==> src/rtl/board_cursor_controller.sv <==
// Chess board cursor controller: per-button synchroniser and debouncer,
// press/auto-repeat FSM, edge-aware row/column update and seven-segment
// decode of the current coordinates.
module board_cursor_controller #(
  parameter int unsigned COORD_W         = 3,
  parameter int unsigned BOARD_SIZE      = 8,
  parameter int unsigned DEBOUNCE_CYCLES = 4,
  parameter int unsigned REPEAT_DELAY    = 20,
  parameter int unsigned REPEAT_RATE     = 5,
  parameter int unsigned WRAP            = 0
) (
  input  logic               clk,
  input  logic               reset,
  input  logic               UP,
  input  logic               DOWN,
  input  logic               LEFT,
  input  logic               RIGHT,
  output logic [COORD_W-1:0] row,
  output logic [COORD_W-1:0] col,
  output logic               moved,
  output logic [6:0]         segments1,
  output logic [6:0]         segments2
);

  localparam int unsigned DB_W    = $clog2(DEBOUNCE_CYCLES + 1);
  localparam int unsigned RPT_MAX = (REPEAT_DELAY > REPEAT_RATE) ? REPEAT_DELAY : REPEAT_RATE;
  localparam int unsigned RC_W    = $clog2(RPT_MAX + 1);

  localparam logic [1:0] ST_IDLE   = 2'd0;
  localparam logic [1:0] ST_FIRE   = 2'd1;
  localparam logic [1:0] ST_HOLD   = 2'd2;
  localparam logic [1:0] ST_REPEAT = 2'd3;

  // Button index: 0 = UP, 1 = DOWN, 2 = LEFT, 3 = RIGHT
  logic [3:0]      raw;
  logic [3:0]      sync1;
  logic [3:0]      sync2;
  logic [3:0]      level;
  logic [DB_W-1:0] db_cnt [4];
  logic [3:0]      flip;
  logic [3:0]      rise;
  logic [3:0]      fall;
  logic [1:0]      state [4];
  logic [RC_W-1:0] rpt_cnt [4];
  logic [3:0]      step;

  logic [COORD_W-1:0] row_nxt;
  logic [COORD_W-1:0] col_nxt;

  // Gather the raw buttons into one vector
  always_comb begin
    raw = {RIGHT, LEFT, DOWN, UP};
  end

  // Two-flop synchroniser and debounce counter per button
  always_ff @(posedge clk) begin
    if (reset) begin
      sync1 <= '0;
      sync2 <= '0;
      level <= '0;
      for (int unsigned i = 0; i < 4; i++) begin
        db_cnt[i] <= '0;
      end
    end else begin
      sync1 <= raw;
      sync2 <= sync1;
      for (int unsigned i = 0; i < 4; i++) begin
        if (sync2[i] == level[i]) begin
          db_cnt[i] <= '0;
        end else if (db_cnt[i] == DB_W'(DEBOUNCE_CYCLES)) begin
          level[i]  <= ~level[i];
          db_cnt[i] <= '0;
        end else begin
          db_cnt[i] <= db_cnt[i] + 1'b1;
        end
      end
    end
  end

  // Debounced edge events, aligned with the edge that flips the level so
  // the FSM enters FIRE in the same cycle the debounced level rises
  always_comb begin
    for (int unsigned i = 0; i < 4; i++) begin
      flip[i] = (sync2[i] != level[i]) && (db_cnt[i] == DB_W'(DEBOUNCE_CYCLES));
    end
    rise = flip & ~level;
    fall = flip & level;
  end

  // Step requests decoded from FSM state and repeat counter
  always_comb begin
    step = '0;
    for (int unsigned i = 0; i < 4; i++) begin
      if (!fall[i]) begin
        case (state[i])
          ST_FIRE:   step[i] = 1'b1;
          ST_HOLD:   step[i] = (REPEAT_DELAY != 0) &&
                               (rpt_cnt[i] == RC_W'(REPEAT_DELAY - 1));
          ST_REPEAT: step[i] = (rpt_cnt[i] == RC_W'(REPEAT_RATE - 1));
          default:   step[i] = 1'b0;
        endcase
      end
    end
  end

  // Per-button press / hold / auto-repeat FSM
  always_ff @(posedge clk) begin
    if (reset) begin
      for (int unsigned i = 0; i < 4; i++) begin
        state[i]   <= ST_IDLE;
        rpt_cnt[i] <= '0;
      end
    end else begin
      for (int unsigned i = 0; i < 4; i++) begin
        if (fall[i]) begin
          state[i]   <= ST_IDLE;
          rpt_cnt[i] <= '0;
        end else begin
          case (state[i])
            ST_IDLE: begin
              rpt_cnt[i] <= '0;
              if (rise[i]) state[i] <= ST_FIRE;
            end
            ST_FIRE: begin
              state[i]   <= ST_HOLD;
              rpt_cnt[i] <= '0;
            end
            ST_HOLD: begin
              if (step[i]) begin
                state[i]   <= ST_REPEAT;
                rpt_cnt[i] <= '0;
              end else if (REPEAT_DELAY != 0) begin
                rpt_cnt[i] <= rpt_cnt[i] + 1'b1;
              end
            end
            default: begin
              if (step[i]) rpt_cnt[i] <= '0;
              else         rpt_cnt[i] <= rpt_cnt[i] + 1'b1;
            end
          endcase
        end
      end
    end
  end

  // One-axis update; the extra MSB turns both overflow and 0-1 underflow
  // into an out-of-range value caught by a single compare
  function automatic logic [COORD_W-1:0] axis_next(
    input logic [COORD_W-1:0] cur,
    input logic               inc,
    input logic               dec
  );
    logic [COORD_W:0] ext;
    axis_next = cur;
    ext       = '0;
    if (inc ^ dec) begin
      if (inc) ext = {1'b0, cur} + (COORD_W+1)'(1);
      else     ext = {1'b0, cur} - (COORD_W+1)'(1);
      if (ext < (COORD_W+1)'(BOARD_SIZE)) begin
        axis_next = ext[COORD_W-1:0];
      end else if (WRAP != 0) begin
        axis_next = inc ? '0 : COORD_W'(BOARD_SIZE - 1);
      end
    end
  endfunction

  // Next cursor position from the combined step requests
  always_comb begin
    row_nxt = axis_next(row, step[0], step[1]);
    col_nxt = axis_next(col, step[3], step[2]);
  end

  // Cursor registers and change pulse
  always_ff @(posedge clk) begin
    if (reset) begin
      row   <= '0;
      col   <= '0;
      moved <= 1'b0;
    end else begin
      row   <= row_nxt;
      col   <= col_nxt;
      moved <= (row_nxt != row) || (col_nxt != col);
    end
  end

  // Seven-segment decode, bit order {g,f,e,d,c,b,a}, active high
  function automatic logic [6:0] sevenseg(input logic [3:0] v);
    case (v)
      4'h0:    sevenseg = 7'b0111111;
      4'h1:    sevenseg = 7'b0000110;
      4'h2:    sevenseg = 7'b1011011;
      4'h3:    sevenseg = 7'b1001111;
      4'h4:    sevenseg = 7'b1100110;
      4'h5:    sevenseg = 7'b1101101;
      4'h6:    sevenseg = 7'b1111101;
      4'h7:    sevenseg = 7'b0000111;
      4'h8:    sevenseg = 7'b1111111;
      4'h9:    sevenseg = 7'b1101111;
      4'hA:    sevenseg = 7'b1110111;
      4'hB:    sevenseg = 7'b1111100;
      4'hC:    sevenseg = 7'b0111001;
      4'hD:    sevenseg = 7'b1011110;
      4'hE:    sevenseg = 7'b1111001;
      default: sevenseg = 7'b1110001;
    endcase
  endfunction

  // Coordinate digits for the displays
  always_comb begin
    segments1 = sevenseg(4'(row));
    segments2 = sevenseg(4'(col));
  end

endmodule

==> config.mk <==
export PLATFORM = sky130hd
export DESIGN_NAME = board_cursor_controller
export DESIGN_NICKNAME = d
export VERILOG_FILES = /design/src/rtl/board_cursor_controller.sv
export SDC_FILE = /design/constraint.sdc
export NUM_CORES = 1
export LEC_CHECK = 0
export ABC_AREA = 0
export CAP_MARGIN = 10
export CELL_PAD_IN_SITES_DETAIL_PLACEMENT = 1
export CELL_PAD_IN_SITES_GLOBAL_PLACEMENT = 2
export CORE_ASPECT_RATIO = 0.5
export CORE_MARGIN = 4
export CORE_UTILIZATION = 39
export DETAILED_ROUTE_END_ITERATION = 6
export PLACE_DENSITY_LB_ADDON = 0.1
export RECOVER_POWER = 100
export SYNTH_ARGS = -nofsm -noshare
export SYNTH_HDL_FRONTEND = slang
export SYNTH_SLANG_ARGS = --single-unit
export TNS_END_PERCENT = 5
==> constraint.sdc <==
create_clock -name clk -period 5.6 [get_ports clk]
set_clock_uncertainty 0.15 [all_clocks]
set_input_delay 1.4 -clock clk [delete_from_list [all_inputs] [get_ports clk]]
set_output_delay 1.4 -clock clk [all_outputs]
set_load 0.02 [all_outputs]
==> impl_results.html, run 1 <==
<table>
<tr><th>Metric</th><th>Value</th></tr>
<tr><th colspan="2">Synth</th></tr>
<tr><td>Post-synthesis cell type count</td><td>62</td></tr>
<tr><td>Number of instances in the synthesized netlist</td><td>381</td></tr>
<tr><td>Yosys warnings</td><td>0</td></tr>
<tr><td>Fraction of registers with async set or reset after synthesis</td><td>0</td></tr>
<tr><td>Xor/xnor cell area share of the yosys netlist</td><td>0.0402</td></tr>
<tr><td>Primary flip-flop cell chosen by synthesis mapping</td><td>sky130_fd_sc_hd__edfxtp_1</td></tr>
<tr><td>Multiplexer share of the synthesized area</td><td>0.0290</td></tr>
<tr><td>Synth top area cells</td><td>sky130_fd_sc_hd__edfxtp_1 (31%), sky130_fd_sc_hd__dfxtp_1 (17%), sky130_fd_sc_hd__ha_1 (8.3%), sky130_fd_sc_hd__nor2_1 (4.7%), sky130_fd_sc_hd__inv_1 (2.4%)</td></tr>
<tr><td>Flops &amp; latches, synth</td><td>73</td></tr>
<tr><td>Sequential cell area fraction in the yosys report</td><td>0.475</td></tr>
<tr><td>Simple-gate area share of the yosys netlist</td><td>0.226</td></tr>
<tr><td>Post-synthesis cell area</td><td>roughly 0.0039 mm2</td></tr>
<tr><td>Portion of synthesized cell area occupied by the leading cell type</td><td>0.306</td></tr>
<tr><td>Post-synthesis cell type with the largest combined area</td><td>sky130_fd_sc_hd__edfxtp_1</td></tr>
<tr><td>Main combinational cell family by area after synthesis</td><td>simple AND/OR/NAND/NOR gates</td></tr>
<tr><td>Area fraction in compound gates after synthesis</td><td>0.104</td></tr>
<tr><td>Number of synthesized flops with an enable pin</td><td>40</td></tr>
<tr><td>Mapped Avg Cell Area</td><td>a little over 10 um2</td></tr>
<tr><td>Adder and majority gate portion of the synthesized area</td><td>0.0932</td></tr>
<tr><th colspan="2">Timing</th></tr>
<tr><td>Period Utilization, post-route</td><td>0.812</td></tr>
<tr><td>Measured slew at the worst slew-check pin</td><td>roughly 1.4 ns</td></tr>
<tr><td>FMAX</td><td>220 MHz</td></tr>
<tr><td>Unrepaired setup endpoints after global routing</td><td>no</td></tr>
<tr><td>Count of final hold-check violations</td><td>0</td></tr>
<tr><td>Fin Setup TNS</td><td>0 ns</td></tr>
<tr><td>Worst rel slew slack</td><td>0.0912</td></tr>
<tr><td>Crit path setup slack, layout</td><td>1.06 ns</td></tr>
<tr><td>Fin crit period</td><td>4.54 ns</td></tr>
<tr><td>Final setup violation count</td><td>0</td></tr>
<tr><td>Max Transition Viols Final</td><td>0</td></tr>
<tr><th colspan="2">Detailed routing</th></tr>
<tr><td>Post-route DRC violation count</td><td>0</td></tr>
<tr><td>Routed wire per std cell</td><td>~13 um</td></tr>
<tr><td>Total wire length after detailed routing</td><td>between 7 and 8 mm</td></tr>
<tr><td>Number of detailed-route iterations in the first pass</td><td>4</td></tr>
<tr><td>Avg Vias per Cell</td><td>about 5</td></tr>
<tr><td>Count of antenna-violating nets left after detailed routing</td><td>0</td></tr>
<tr><td>Detailed router's first-iteration violation count</td><td>116</td></tr>
<tr><td>Via total after detailed routing</td><td>2887</td></tr>
<tr><th colspan="2">Clock tree</th></tr>
<tr><td>CTS HTree Levels</td><td>3</td></tr>
<tr><td>CTS tree</td><td>done</td></tr>
<tr><td>Worst-case clock buffer depth</td><td>2</td></tr>
<tr><td>Number of hold-repair buffers added at the cts stage</td><td>0</td></tr>
<tr><td>CTS Buf Count</td><td>9</td></tr>
<tr><td>Number of clock sinks seen by CTS</td><td>73</td></tr>
<tr><td>Post-CTS setup-driven buffer insertion count</td><td>0</td></tr>
<tr><td>Clock-pin slew on the worst setup and hold paths</td><td>0.06 ns</td></tr>
<tr><td>Worst-Skew Late Latency</td><td>about 0.33 ns</td></tr>
<tr><td>CTS root buffer</td><td>sky130_fd_sc_hd__clkbuf_16</td></tr>
<tr><td>Resize count post-CTS</td><td>0</td></tr>
<tr><th colspan="2">Flow run</th></tr>
<tr><td>Number of maximum-capacitance violations</td><td>0</td></tr>
<tr><th colspan="2">Critical path</th></tr>
<tr><td>Delay-heaviest family, CP</td><td>simple AND/OR/NAND/NOR gates</td></tr>
<tr><td>CP endpoint</td><td>segments2[4]</td></tr>
<tr><td>Worst setup startpoint</td><td>rpt_cnt[3][3]</td></tr>
<tr><td>Number of stages on the worst setup path</td><td>13</td></tr>
<tr><td>Number of cells on the worst reg-to-reg path</td><td>13</td></tr>
<tr><td>Register-to-register path setup slack</td><td>roughly 1.1 ns</td></tr>
<tr><td>Critical path launch point type</td><td>register</td></tr>
<tr><td>Delay of the slowest cell on the worst path</td><td>0.62 ns</td></tr>
<tr><td>Capturing element type of the critical path</td><td>register</td></tr>
<tr><td>Buffering stage count on the worst path with inverters included</td><td>0</td></tr>
<tr><td>Required time at the endpoint of the critical path</td><td>5.67 ns</td></tr>
<tr><td>Cells along the critical path</td><td>nand2b_1 &gt; or4_1 &gt; a31o_1 &gt; ha_1 &gt; a21o_1 &gt; a21oi_1 &gt; nor3b_1 &gt; nor2_1 &gt; or2_2 &gt; a21oi_1 &gt; ha_1 &gt; o21ba_2 &gt; o311ai_0</td></tr>
<tr><td>Critical path type</td><td>register to register</td></tr>
<tr><td>Standard cell with the maximum stage delay on the critical path</td><td>sky130_fd_sc_hd__nor3b_1</td></tr>
<tr><td>Reg2reg start</td><td>rpt_cnt[3][3]</td></tr>
<tr><td>Arrival @ worst endpoint</td><td>between 4 and 5 ns</td></tr>
<tr><td>CP max FO</td><td>8</td></tr>
<tr><td>Reg2Reg Capture Point</td><td>segments2[4]</td></tr>
<tr><th colspan="2">GRT</th></tr>
<tr><td>Number of global-route vias before repair</td><td>around 3100</td></tr>
<tr><td>Global router's overall resource usage</td><td>0.149</td></tr>
<tr><td>First-pass GRT wire length</td><td>~14 mm</td></tr>
<tr><td>Global route overflow</td><td>0</td></tr>
<tr><td>Maximum number of pins on one net before global-route repair</td><td>31</td></tr>
<tr><td>Initial antenna violation count</td><td>0</td></tr>
<tr><th colspan="2">Floorplan</th></tr>
<tr><td>Std-Cell Rows</td><td>25</td></tr>
<tr><td>Core area</td><td>approximately 0.0096 mm2</td></tr>
<tr><td>Y dimension of the die</td><td>a little under 80 um</td></tr>
<tr><td>Die footprint</td><td>roughly 0.012 mm2</td></tr>
<tr><td>Number of I/O pins</td><td>27</td></tr>
<tr><td>Die Width</td><td>roughly 150 um</td></tr>
<tr><td>Effective utilization at floorplan</td><td>0.408</td></tr>
<tr><th colspan="2">Pwr</th></tr>
<tr><td>Maximum resistive drop on vdd</td><td>around 0.17 mV</td></tr>
<tr><td>Leak Pwr</td><td>~1.8 nW</td></tr>
<tr><td>Total power per unit cell area</td><td>around 330 mW/mm2</td></tr>
<tr><th colspan="2">Place</th></tr>
<tr><td>DP Area</td><td>~0.0044 mm2</td></tr>
<tr><td>Post-DP HPWL</td><td>5.95 mm</td></tr>
<tr><td>Pre-CTS WS</td><td>between 1.5 and 2 ns</td></tr>
<tr><td>Count of input and output buffers</td><td>26</td></tr>
<tr><td>Routability congestion estimate</td><td>approximately 0.73</td></tr>
<tr><th colspan="2">Final layout</th></tr>
<tr><td>Most frequent cells in the layout</td><td>sky130_fd_sc_hd__nor2_1 (51), sky130_fd_sc_hd__edfxtp_1 (40), sky130_fd_sc_hd__dfxtp_1 (33)</td></tr>
<tr><td>Post-layout utilization of the core</td><td>0.484</td></tr>
<tr><td>Fraction of final layout cells with drive strength greater than 1</td><td>0.0445</td></tr>
<tr><td>Final antenna diode count</td><td>0</td></tr>
<tr><td>Fillcell total</td><td>around 1100</td></tr>
<tr><td>Footprint of the multi-input gates</td><td>0.00200 mm2</td></tr>
<tr><td>Register area</td><td>0.00186 mm2</td></tr>
<tr><td>Leading cell type in the layout, fill and taps excluded</td><td>sky130_fd_sc_hd__nor2_1</td></tr>
<tr><td>Final design area excluding fillers</td><td>0.00465 mm2</td></tr>
<tr><td>Area Growth Syn to Fin</td><td>18.5%</td></tr>
<tr><td>Final net count</td><td>478</td></tr>
<tr><th colspan="2">Status</th></tr>
<tr><td>Outcome</td><td>finished, final reports clean</td></tr>
<tr><th colspan="2">Min path</th></tr>
<tr><td>Hold WC Path Type</td><td>register to register</td></tr>
</table>
final cells by class:
cell class	instances	area share
inverters	26	0.0210
clock buffers	12	0.0509
multi-input cells	306	0.430
well taps	135	0.0364
repair buffers	28	0.0563
flip-flops and latches	73	0.401
clock inverters	4	0.00485
synthesized netlist by cell type (2+ instances only):
library cell / instances
sky130_fd_sc_hd__nor2_1: 49
sky130_fd_sc_hd__edfxtp_1: 40
sky130_fd_sc_hd__dfxtp_1: 33
sky130_fd_sc_hd__ha_1: 26
sky130_fd_sc_hd__inv_1: 25
sky130_fd_sc_hd__nand2_1: 17
sky130_fd_sc_hd__nand3_1: 17
sky130_fd_sc_hd__a21oi_1: 15
sky130_fd_sc_hd__nand2b_1: 15
sky130_fd_sc_hd__nor2b_1: 14
sky130_fd_sc_hd__xnor2_1: 10
sky130_fd_sc_hd__nor3_1: 9
sky130_fd_sc_hd__and3_1: 8
sky130_fd_sc_hd__mux2i_1: 8
sky130_fd_sc_hd__xor2_1: 8
sky130_fd_sc_hd__a211oi_1: 6
sky130_fd_sc_hd__and2_1: 5
sky130_fd_sc_hd__nor3b_1: 5
sky130_fd_sc_hd__clkbuf_1: 4
sky130_fd_sc_hd__o21ai_0: 4
sky130_fd_sc_hd__or3_1: 4
sky130_fd_sc_hd__a21o_1: 3
sky130_fd_sc_hd__buf_1: 3
sky130_fd_sc_hd__nand3b_1: 3
sky130_fd_sc_hd__o21a_1: 3
sky130_fd_sc_hd__a311o_1: 2
sky130_fd_sc_hd__a31oi_1: 2
sky130_fd_sc_hd__and4b_1: 2
sky130_fd_sc_hd__fa_1: 2
sky130_fd_sc_hd__o211ai_1: 2
sky130_fd_sc_hd__o221ai_1: 2
sky130_fd_sc_hd__o2bb2ai_1: 2
sky130_fd_sc_hd__o31ai_1: 2
sky130_fd_sc_hd__or2_2: 2
sky130_fd_sc_hd__or4b_2: 2
power by group:
group          internal (mW)  total, mW  switching, mW
logic                  0.155      0.355          0.200
clock network          0.298      0.507          0.210
registers              0.626      0.667         0.0413
metrics by stage:
| stage | cells | hold WS [ns] | power [mW] |
|---|---|---|---|
| global route | 584 | 0.303 | 1.63 |
| finish | 584 | 0.280 | 1.53 |
| CTS | 584 | 0.285 | 1.58 |
| global placement | 568 | 0.269 | 1.05 |
| detailed placement | 568 | 0.277 | 1.06 |
| floorplan | 412 | 0.264 | 0.924 |
worst min-delay path by stage:
stage,from,to,depth (start not counted)
3_3_place_gp,sync1[0],sync2[0],1
3_5_place_dp,sync1[1],sync2[1],1
5_1_grt,sync1[1],sync2[1],1
2_1_floorplan,sync1[0],sync2[0],1
4_1_cts,sync1[1],sync2[1],1
6_report,sync1[1],sync2[1],1
logic make-up (layout without fill, tap and decap cells):
kind of cell,count (synthesis),after routing
compound gates,56,56
flops,73,73
mux,10,10
simple gates,162,162
fa+ha+maj,28,28
xor+xnor,18,18
buf+inv,33,70
other cells,1,32
per-layer routing:
layer	track usage	share of wire	vias up
li1	-	-	1447
met1	0.177	0.45	1406
met2	0.262	0.50	23
met3	0.0513	0.037	11
met4	0.0356	0.0097	0
met5	0	0	-
flip-flops by register name, indices dropped and copies added, names as in the netlist:
signal	cells
rpt_cnt	20
db_cnt	12
state	8
segments1	7
segments2	7
level	4
sync1	4
sync2	4
col	3
row	3
moved	1
No activity file was read; power rests on OpenSTA's default activity.
==> run 2: changes to the inputs <==
==> constraint.sdc (replaced) <==
create_clock -name clk -period 4.2 [get_ports clk]
set_clock_uncertainty 0.15 [all_clocks]
set_input_delay 1.05 -clock clk [delete_from_list [all_inputs] [get_ports clk]]
set_output_delay 1.05 -clock clk [all_outputs]
set_load 0.02 [all_outputs]
==> impl_results.html, run 2 (same netlist as run 1, synthesis figures left out) <==
<table>
<tr><th>Metric</th><th>Value</th></tr>
<tr><th colspan="2">Status</th></tr>
<tr><td>Outcome</td><td>finished, final reports clean</td></tr>
<tr><th colspan="2">Final layout</th></tr>
<tr><td>Leading cell type in the layout, fill and taps excluded</td><td>sky130_fd_sc_hd__nor2_1</td></tr>
<tr><td>Top register by number of flip-flops</td><td>rpt_cnt</td></tr>
<tr><td>Most frequent cells in the layout</td><td>sky130_fd_sc_hd__nor2_1 (50), sky130_fd_sc_hd__edfxtp_1 (40), sky130_fd_sc_hd__dfxtp_1 (33)</td></tr>
<tr><td>Final antenna diode count</td><td>0 (unchanged)</td></tr>
<tr><td>Final net count</td><td>480 (+0.42%)</td></tr>
<tr><td>Biggest regs</td><td>rpt_cnt: 20 flops, db_cnt: 12 flops, state: 8 flops</td></tr>
<tr><td>Number of flip-flops under the largest register name</td><td>20 (unchanged)</td></tr>
<tr><td>Final design area excluding fillers</td><td>0.00471 mm2 (+1.5%)</td></tr>
<tr><td>Fraction of final layout cells with drive strength greater than 1</td><td>0.0621 (+0.0175)</td></tr>
<tr><td>Area Growth Syn to Fin</td><td>20.2%</td></tr>
<tr><th colspan="2">Detailed routing</th></tr>
<tr><td>Via total after detailed routing</td><td>2885 (-0.069%)</td></tr>
<tr><td>Routed wire per std cell</td><td>14.3 um (+6.5%)</td></tr>
<tr><td>Number of detailed-route iterations in the first pass</td><td>4 (unchanged)</td></tr>
<tr><td>Post-route DRC violation count</td><td>0 (unchanged)</td></tr>
<tr><td>Avg Vias per Cell</td><td>4.92 (-0.41%)</td></tr>
<tr><td>Total wire length after detailed routing</td><td>8.39 mm (+6.9%)</td></tr>
<tr><td>Detailed router's first-iteration violation count</td><td>78 (-33%)</td></tr>
<tr><td>Count of antenna-violating nets left after detailed routing</td><td>0 (unchanged)</td></tr>
<tr><th colspan="2">Floorplan</th></tr>
<tr><td>Std-Cell Rows</td><td>25 (unchanged)</td></tr>
<tr><td>Number of I/O pins</td><td>27 (unchanged)</td></tr>
<tr><td>Die footprint</td><td>0.0118 mm2 (unchanged)</td></tr>
<tr><td>Core area</td><td>0.00960 mm2 (unchanged)</td></tr>
<tr><td>Y dimension of the die</td><td>78.9 um (unchanged)</td></tr>
<tr><td>Die Width</td><td>150 um (unchanged)</td></tr>
<tr><td>Effective utilization at floorplan</td><td>0.408 (unchanged)</td></tr>
<tr><th colspan="2">GRT</th></tr>
<tr><td>First-pass GRT wire length</td><td>14.4 mm (+1.6%)</td></tr>
<tr><td>Number of global-route vias before repair</td><td>3138 (+0.58%)</td></tr>
<tr><td>Global router's overall resource usage</td><td>0.154 (+0.00501)</td></tr>
<tr><td>Initial antenna violation count</td><td>0 (unchanged)</td></tr>
<tr><td>Global route overflow</td><td>0 (unchanged)</td></tr>
<tr><td>Maximum number of pins on one net before global-route repair</td><td>32 (+3.2%)</td></tr>
<tr><th colspan="2">Critical path</th></tr>
<tr><td>Register-to-register path setup slack</td><td>0.21 ns (-0.85 ns)</td></tr>
<tr><td>Delay of the slowest cell on the worst path</td><td>0.51 ns (-0.11 ns)</td></tr>
<tr><td>CP max FO</td><td>8 (unchanged)</td></tr>
<tr><td>Cells along the critical path</td><td>nand2b_4 &gt; or4_4 &gt; a31o_4 &gt; ha_1 &gt; a21o_1 &gt; a21oi_1 &gt; nor3b_4 &gt; nor2_4 &gt; or2_2 &gt; a21oi_1 &gt; ha_1 &gt; o21ba_2 &gt; o311ai_0</td></tr>
<tr><td>Standard cell with the maximum stage delay on the critical path</td><td>sky130_fd_sc_hd__or4_4</td></tr>
<tr><td>Critical path type</td><td>register to register</td></tr>
<tr><td>Arrival @ worst endpoint</td><td>4.06 ns (-0.55 ns)</td></tr>
<tr><td>Required time at the endpoint of the critical path</td><td>4.27 ns (-1.40 ns)</td></tr>
<tr><td>Delay-heaviest family, CP</td><td>simple AND/OR/NAND/NOR gates</td></tr>
<tr><td>Buffering stage count on the worst path with inverters included</td><td>0 (unchanged)</td></tr>
<tr><td>Capturing element type of the critical path</td><td>register</td></tr>
<tr><td>Critical path launch point type</td><td>register</td></tr>
<tr><th colspan="2">Pwr</th></tr>
<tr><td>Leak Pwr</td><td>1.87 nW (+1.8%)</td></tr>
<tr><td>Total power</td><td>2.07 mW (+35%)</td></tr>
<tr><td>Total power per unit cell area</td><td>440 mW/mm2 (+34%)</td></tr>
<tr><td>Maximum resistive drop on vdd</td><td>0.227 mV (+37%)</td></tr>
<tr><th colspan="2">Timing</th></tr>
<tr><td>Fin Setup TNS</td><td>0 ns (unchanged)</td></tr>
<tr><td>Max Transition Viols Final</td><td>0 (unchanged)</td></tr>
<tr><td>Measured slew at the worst slew-check pin</td><td>0.866 ns (-0.497 ns)</td></tr>
<tr><td>FMAX</td><td>250 MHz (+14%)</td></tr>
<tr><td>Count of final hold-check violations</td><td>0 (unchanged)</td></tr>
<tr><td>Fin crit period</td><td>3.99 ns (-0.551 ns)</td></tr>
<tr><td>Final setup violation count</td><td>0 (unchanged)</td></tr>
<tr><td>Worst rel slew slack</td><td>0.423 (+0.331)</td></tr>
<tr><td>Period Utilization, post-route</td><td>0.951 (+0.139)</td></tr>
<tr><td>Unrepaired setup endpoints after global routing</td><td>no</td></tr>
<tr><th colspan="2">Clock tree</th></tr>
<tr><td>CTS tree</td><td>done</td></tr>
<tr><td>Post-CTS setup-driven buffer insertion count</td><td>0 (unchanged)</td></tr>
<tr><td>Number of clock sinks seen by CTS</td><td>73 (unchanged)</td></tr>
<tr><td>Worst-case clock buffer depth</td><td>2 (unchanged)</td></tr>
<tr><td>CTS Buf Count</td><td>9 (unchanged)</td></tr>
<tr><td>CTS root buffer</td><td>sky130_fd_sc_hd__clkbuf_16</td></tr>
<tr><td>CTS HTree Levels</td><td>3 (unchanged)</td></tr>
<tr><td>Clock-pin slew on the worst setup and hold paths</td><td>0.05 ns (about the same)</td></tr>
<tr><td>Worst-Skew Late Latency</td><td>0.33 ns (about the same)</td></tr>
<tr><th colspan="2">Place</th></tr>
<tr><td>DP Area</td><td>0.00446 mm2 (+0.34%)</td></tr>
<tr><td>Routability congestion estimate</td><td>0.776 (+6.6%)</td></tr>
<tr><td>Count of input and output buffers</td><td>26 (unchanged)</td></tr>
<tr><td>Post-DP HPWL</td><td>6.24 mm (+4.9%)</td></tr>
<tr><th colspan="2">Flow run</th></tr>
<tr><td>Number of maximum-capacitance violations</td><td>0 (unchanged)</td></tr>
<tr><th colspan="2">Min path</th></tr>
<tr><td>Hold WC Path Type</td><td>register to register</td></tr>
</table>
[run 2: what timing repair did]
item | 4_1_cts | 5_1_grt
hold buffers | 0 | 0
resized for setup | 0 | 1
endpoints found under the hold margin | 0 | 0
endpoints found under the setup margin | 0 | 1
[run 2: area by class of cell]
type	instances	area, um2
multi-input combinational	306	2040
tap	135	169
fill	1103	4890
clock inverter	1	5.00
inverter	26	97.6
sequential	73	1860
clock buffer	15	258
timing repair buffer	30	282
[run 2: path summary, 6_finish.rpt]
path | endpoint | start | cells past startpoint
setup / recovery | segments2[4] | rpt_cnt[3][3] | 13
hold / removal | sync2[1] | sync1[1] | 1
setup reg to reg | segments2[4] | rpt_cnt[3][3] | 13
hold reg to reg | sync2[1] | sync1[1] | 1
[run 2: report_power, final]
group | internal [mW] | switching, mW | leakage, nW
clock network | 0.416 | 0.275 | 0.128
registers | 0.835 | 0.0567 | 0.686
logic | 0.215 | 0.275 | 1.05
total | 1.47 | 0.606 | 1.87
[run 2: stage by stage]
| step | cells | utilization | setup slack [ns] | hold slack, ns |
|---|---|---|---|---|
| final | 586 | 0.491 | 0.207 | 0.286 |
| after global routing | 586 | 0.491 | 0.0384 | 0.308 |
| after CTS | 586 | 0.492 | 0.170 | 0.289 |
| after detailed placement | 570 | 0.465 | 0.193 | 0.279 |
| after global placement | 570 | 0.465 | 0.377 | 0.282 |
| after floorplan | 412 | - | 0.293 | 0.264 |
[run 2: routing by layer]
metal	track usage	wire length [um]	vias to the layer above
li1	-	-	1452
met1	0.175	3720	1402
met2	0.279	4310	21
met3	0.0502	255	10
met4	0.0438	99	0
met5	0	0	-
==> run 3: changes to the inputs <==
--- a/config.mk
+++ b/config.mk
@@ -15,6 +15,7 @@
 export DETAILED_ROUTE_END_ITERATION = 6
 export PLACE_DENSITY_LB_ADDON = 0.1
 export RECOVER_POWER = 100
+export SETUP_SLACK_MARGIN = 0.1
 export SYNTH_ARGS = -nofsm -noshare
 export SYNTH_HDL_FRONTEND = slang
 export SYNTH_SLANG_ARGS = --single-unit
==> impl_results.html, run 3 (same netlist as run 1, synthesis figures left out) <==
<table>
<tr><th>Metric</th><th>Value</th></tr>
<tr><th colspan="2">Pwr</th></tr>
<tr><td>Maximum resistive drop on vdd</td><td>0.226 mV (-0.27%)</td></tr>
<tr><td>Leak Pwr</td><td>1.87 nW (+0.22%)</td></tr>
<tr><td>Total power per unit cell area</td><td>439 mW/mm2 (-0.11%)</td></tr>
<tr><th colspan="2">Critical path</th></tr>
<tr><td>Capturing element type of the critical path</td><td>register</td></tr>
<tr><td>Register-to-register path setup slack</td><td>0.21 ns (about the same)</td></tr>
<tr><td>CP endpoint</td><td>segments2[4]</td></tr>
<tr><td>Reg2Reg Capture Point</td><td>segments2[4]</td></tr>
<tr><td>Required time at the endpoint of the critical path</td><td>4.26 ns (about the same)</td></tr>
<tr><td>Arrival @ worst endpoint</td><td>4.05 ns (about the same)</td></tr>
<tr><td>Reg2reg start</td><td>rpt_cnt[3][3]</td></tr>
<tr><td>Critical path launch point type</td><td>register</td></tr>
<tr><td>Critical path type</td><td>register to register</td></tr>
<tr><td>CP max FO</td><td>8 (unchanged)</td></tr>
<tr><td>Number of cells on the worst reg-to-reg path</td><td>13 (unchanged)</td></tr>
<tr><td>Worst setup startpoint</td><td>rpt_cnt[3][3]</td></tr>
<tr><th colspan="2">Final layout</th></tr>
<tr><td>Biggest regs</td><td>rpt_cnt: 20 flops, db_cnt: 12 flops, state: 8 flops</td></tr>
<tr><td>Number of non-filler instances in the completed layout</td><td>587 (+0.17%)</td></tr>
<tr><td>Number of flip-flops under the largest register name</td><td>20 (unchanged)</td></tr>
<tr><td>Leading cell type in the layout, fill and taps excluded</td><td>sky130_fd_sc_hd__nor2_1</td></tr>
<tr><td>Fraction of final layout cells with drive strength greater than 1</td><td>0.0642 (+0.00208)</td></tr>
<tr><td>Final design area excluding fillers</td><td>0.00473 mm2 (+0.27%)</td></tr>
<tr><td>Final net count</td><td>481 (+0.21%)</td></tr>
<tr><td>Top register by number of flip-flops</td><td>rpt_cnt</td></tr>
<tr><td>Most frequent cells in the layout</td><td>sky130_fd_sc_hd__nor2_1 (50), sky130_fd_sc_hd__edfxtp_1 (40), sky130_fd_sc_hd__dfxtp_1 (33)</td></tr>
<tr><td>Area Growth Syn to Fin</td><td>20.6%</td></tr>
<tr><td>Final antenna diode count</td><td>0 (unchanged)</td></tr>
<tr><td>Fillcell total</td><td>1105 (+0.18%)</td></tr>
<tr><th colspan="2">Timing</th></tr>
<tr><td>Fin Setup TNS</td><td>0 ns (unchanged)</td></tr>
<tr><td>Period Utilization, post-route</td><td>0.949 (-0.00163)</td></tr>
<tr><td>FMAX</td><td>251 MHz (+0.17%)</td></tr>
<tr><td>Measured slew at the worst slew-check pin</td><td>1.43 ns (+0.568 ns)</td></tr>
<tr><td>Unrepaired setup endpoints after global routing</td><td>yes</td></tr>
<tr><td>Final setup violation count</td><td>0 (unchanged)</td></tr>
<tr><td>Count of final hold-check violations</td><td>0 (unchanged)</td></tr>
<tr><td>Fin crit period</td><td>3.99 ns (-0.00683 ns)</td></tr>
<tr><td>Crit path setup slack, layout</td><td>0.214 ns (+0.00683 ns)</td></tr>
<tr><td>Worst rel slew slack</td><td>0.0438 (-0.379)</td></tr>
<tr><td>Max Transition Viols Final</td><td>0 (unchanged)</td></tr>
<tr><td>Tightest hold margin</td><td>0.285 ns (-0.000492 ns)</td></tr>
<tr><th colspan="2">Floorplan</th></tr>
<tr><td>Die footprint</td><td>0.0118 mm2 (unchanged)</td></tr>
<tr><td>Effective utilization at floorplan</td><td>0.408 (unchanged)</td></tr>
<tr><td>Std-Cell Rows</td><td>25 (unchanged)</td></tr>
<tr><td>Y dimension of the die</td><td>78.9 um (unchanged)</td></tr>
<tr><td>Number of I/O pins</td><td>27 (unchanged)</td></tr>
<tr><td>Die Width</td><td>150 um (unchanged)</td></tr>
<tr><td>Core area</td><td>0.00960 mm2 (unchanged)</td></tr>
<tr><th colspan="2">Detailed routing</th></tr>
<tr><td>Avg Vias per Cell</td><td>4.93 (+0.11%)</td></tr>
<tr><td>Post-route DRC violation count</td><td>0 (unchanged)</td></tr>
<tr><td>Count of antenna-violating nets left after detailed routing</td><td>0 (unchanged)</td></tr>
<tr><td>Via total after detailed routing</td><td>2893 (+0.28%)</td></tr>
<tr><td>Detailed router's first-iteration violation count</td><td>100 (+28%)</td></tr>
<tr><td>Total wire length after detailed routing</td><td>8.38 mm (about the same)</td></tr>
<tr><td>Number of detailed-route iterations in the first pass</td><td>6 (+2)</td></tr>
<tr><td>Routed wire per std cell</td><td>14.3 um (-0.25%)</td></tr>
<tr><th colspan="2">GRT</th></tr>
<tr><td>Initial antenna violation count</td><td>0 (unchanged)</td></tr>
<tr><td>First-pass GRT wire length</td><td>14.4 mm (unchanged)</td></tr>
<tr><td>Global route overflow</td><td>0 (unchanged)</td></tr>
<tr><td>Global router's overall resource usage</td><td>0.154 (unchanged)</td></tr>
<tr><td>Number of global-route vias before repair</td><td>3138 (unchanged)</td></tr>
<tr><td>Maximum number of pins on one net before global-route repair</td><td>32 (unchanged)</td></tr>
<tr><th colspan="2">Clock tree</th></tr>
<tr><td>Clock-pin slew on the worst setup and hold paths</td><td>0.05 ns (about the same)</td></tr>
<tr><td>CTS tree</td><td>done</td></tr>
<tr><td>CTS Buf Count</td><td>9 (unchanged)</td></tr>
<tr><td>Worst-case clock buffer depth</td><td>2 (unchanged)</td></tr>
<tr><td>Number of clock sinks seen by CTS</td><td>73 (unchanged)</td></tr>
<tr><td>CTS root buffer</td><td>sky130_fd_sc_hd__clkbuf_16</td></tr>
<tr><td>Worst-Skew Late Latency</td><td>0.33 ns (about the same)</td></tr>
<tr><td>Number of hold-repair buffers added at the cts stage</td><td>0 (unchanged)</td></tr>
<tr><td>CTS HTree Levels</td><td>3 (unchanged)</td></tr>
<tr><th colspan="2">Min path</th></tr>
<tr><td>Hold WC Path Type</td><td>register to register</td></tr>
<tr><th colspan="2">Place</th></tr>
<tr><td>Pre-CTS WS</td><td>0.193 ns (unchanged)</td></tr>
<tr><td>Routability congestion estimate</td><td>0.776 (unchanged)</td></tr>
<tr><td>Cell count after placement</td><td>570 (unchanged)</td></tr>
<tr><td>Count of input and output buffers</td><td>26 (unchanged)</td></tr>
<tr><td>Post-DP HPWL</td><td>6.24 mm (unchanged)</td></tr>
<tr><td>DP Area</td><td>0.00446 mm2 (unchanged)</td></tr>
<tr><th colspan="2">Flow run</th></tr>
<tr><td>Number of maximum-capacitance violations</td><td>0 (unchanged)</td></tr>
<tr><th colspan="2">Status</th></tr>
<tr><td>Outcome</td><td>finished, final reports clean</td></tr>
</table>
-- run 3: metal layers --
layer  share of wire  vias to the layer above  track usage  wire length [um]
met3           0.031                       10       0.0502               257
met1            0.44                     1408        0.175              3730
li1                -                     1453            -                 -
met5               0                        -            0                 0
met2            0.51                       22        0.279              4300
met4           0.012                        0       0.0438                97
-- run 3: power breakdown --
group          internal [mW]  leakage (nW)  switching [mW]
Sequential             0.835         0.686          0.0572
Clock                  0.416         0.128           0.275
Combinational          0.217          1.06           0.275
-- run 3: worst max-delay path, stage by stage, from the launching register on --
cell,delay (ns)
sky130_fd_sc_hd__edfxtp_1,0.43
sky130_fd_sc_hd__nand2b_4,0.17
sky130_fd_sc_hd__or4_4,0.51
sky130_fd_sc_hd__a31o_4,0.29
sky130_fd_sc_hd__ha_1,0.27
sky130_fd_sc_hd__a21o_1,0.18
sky130_fd_sc_hd__a21oi_1,0.21
sky130_fd_sc_hd__nor3b_4,0.33
sky130_fd_sc_hd__nor2_4,0.11
sky130_fd_sc_hd__or2_2,0.32
sky130_fd_sc_hd__a21oi_1,0.20
sky130_fd_sc_hd__ha_1,0.22
sky130_fd_sc_hd__o21ba_2,0.16
sky130_fd_sc_hd__o311ai_0,0.32
-- run 3: timing repair --
item                                    CTS  global route
endpoints found under the setup margin    0             3
gates resized for setup                   0             2
buffers inserted                          0             1
-- run 3: worst min path at each step --
stage | start | end | slack, ns | cells after the start
6_report | sync1[1] | sync2[1] | 0.29 | 1
5_1_grt | sync1[0] | sync2[0] | 0.31 | 1
4_1_cts | sync1[1] | sync2[1] | 0.29 | 1
3_5_place_dp | sync1[0] | sync2[0] | 0.28 | 1
3_3_place_gp | sync1[3] | sync2[3] | 0.28 | 1
2_1_floorplan | sync1[0] | sync2[0] | 0.26 | 1
-- run 3: area by class of cell --
| class | count | area [um2] | area share |
|---|---|---|---|
| clock buffers | 15 | 258 | 0.0545 |
| clock inverters | 1 | 5.00 | 0.00106 |
| inverters | 26 | 97.6 | 0.0207 |
| multi-input cells | 306 | 2050 | 0.433 |
| flip-flops and latches | 73 | 1860 | 0.394 |
| well taps | 135 | 169 | 0.0357 |
| repair buffers | 31 | 288 | 0.0609 |
-- run 3: metrics by stage --
| stage | power (mW) | utilization |
|---|---|---|
| floorplan | 1.23 | - |
| finish | 2.08 | 0.492 |
| global placement | 1.40 | 0.465 |
| global route | 2.20 | 0.492 |
| detailed placement | 1.42 | 0.465 |
| CTS | 2.14 | 0.492 |
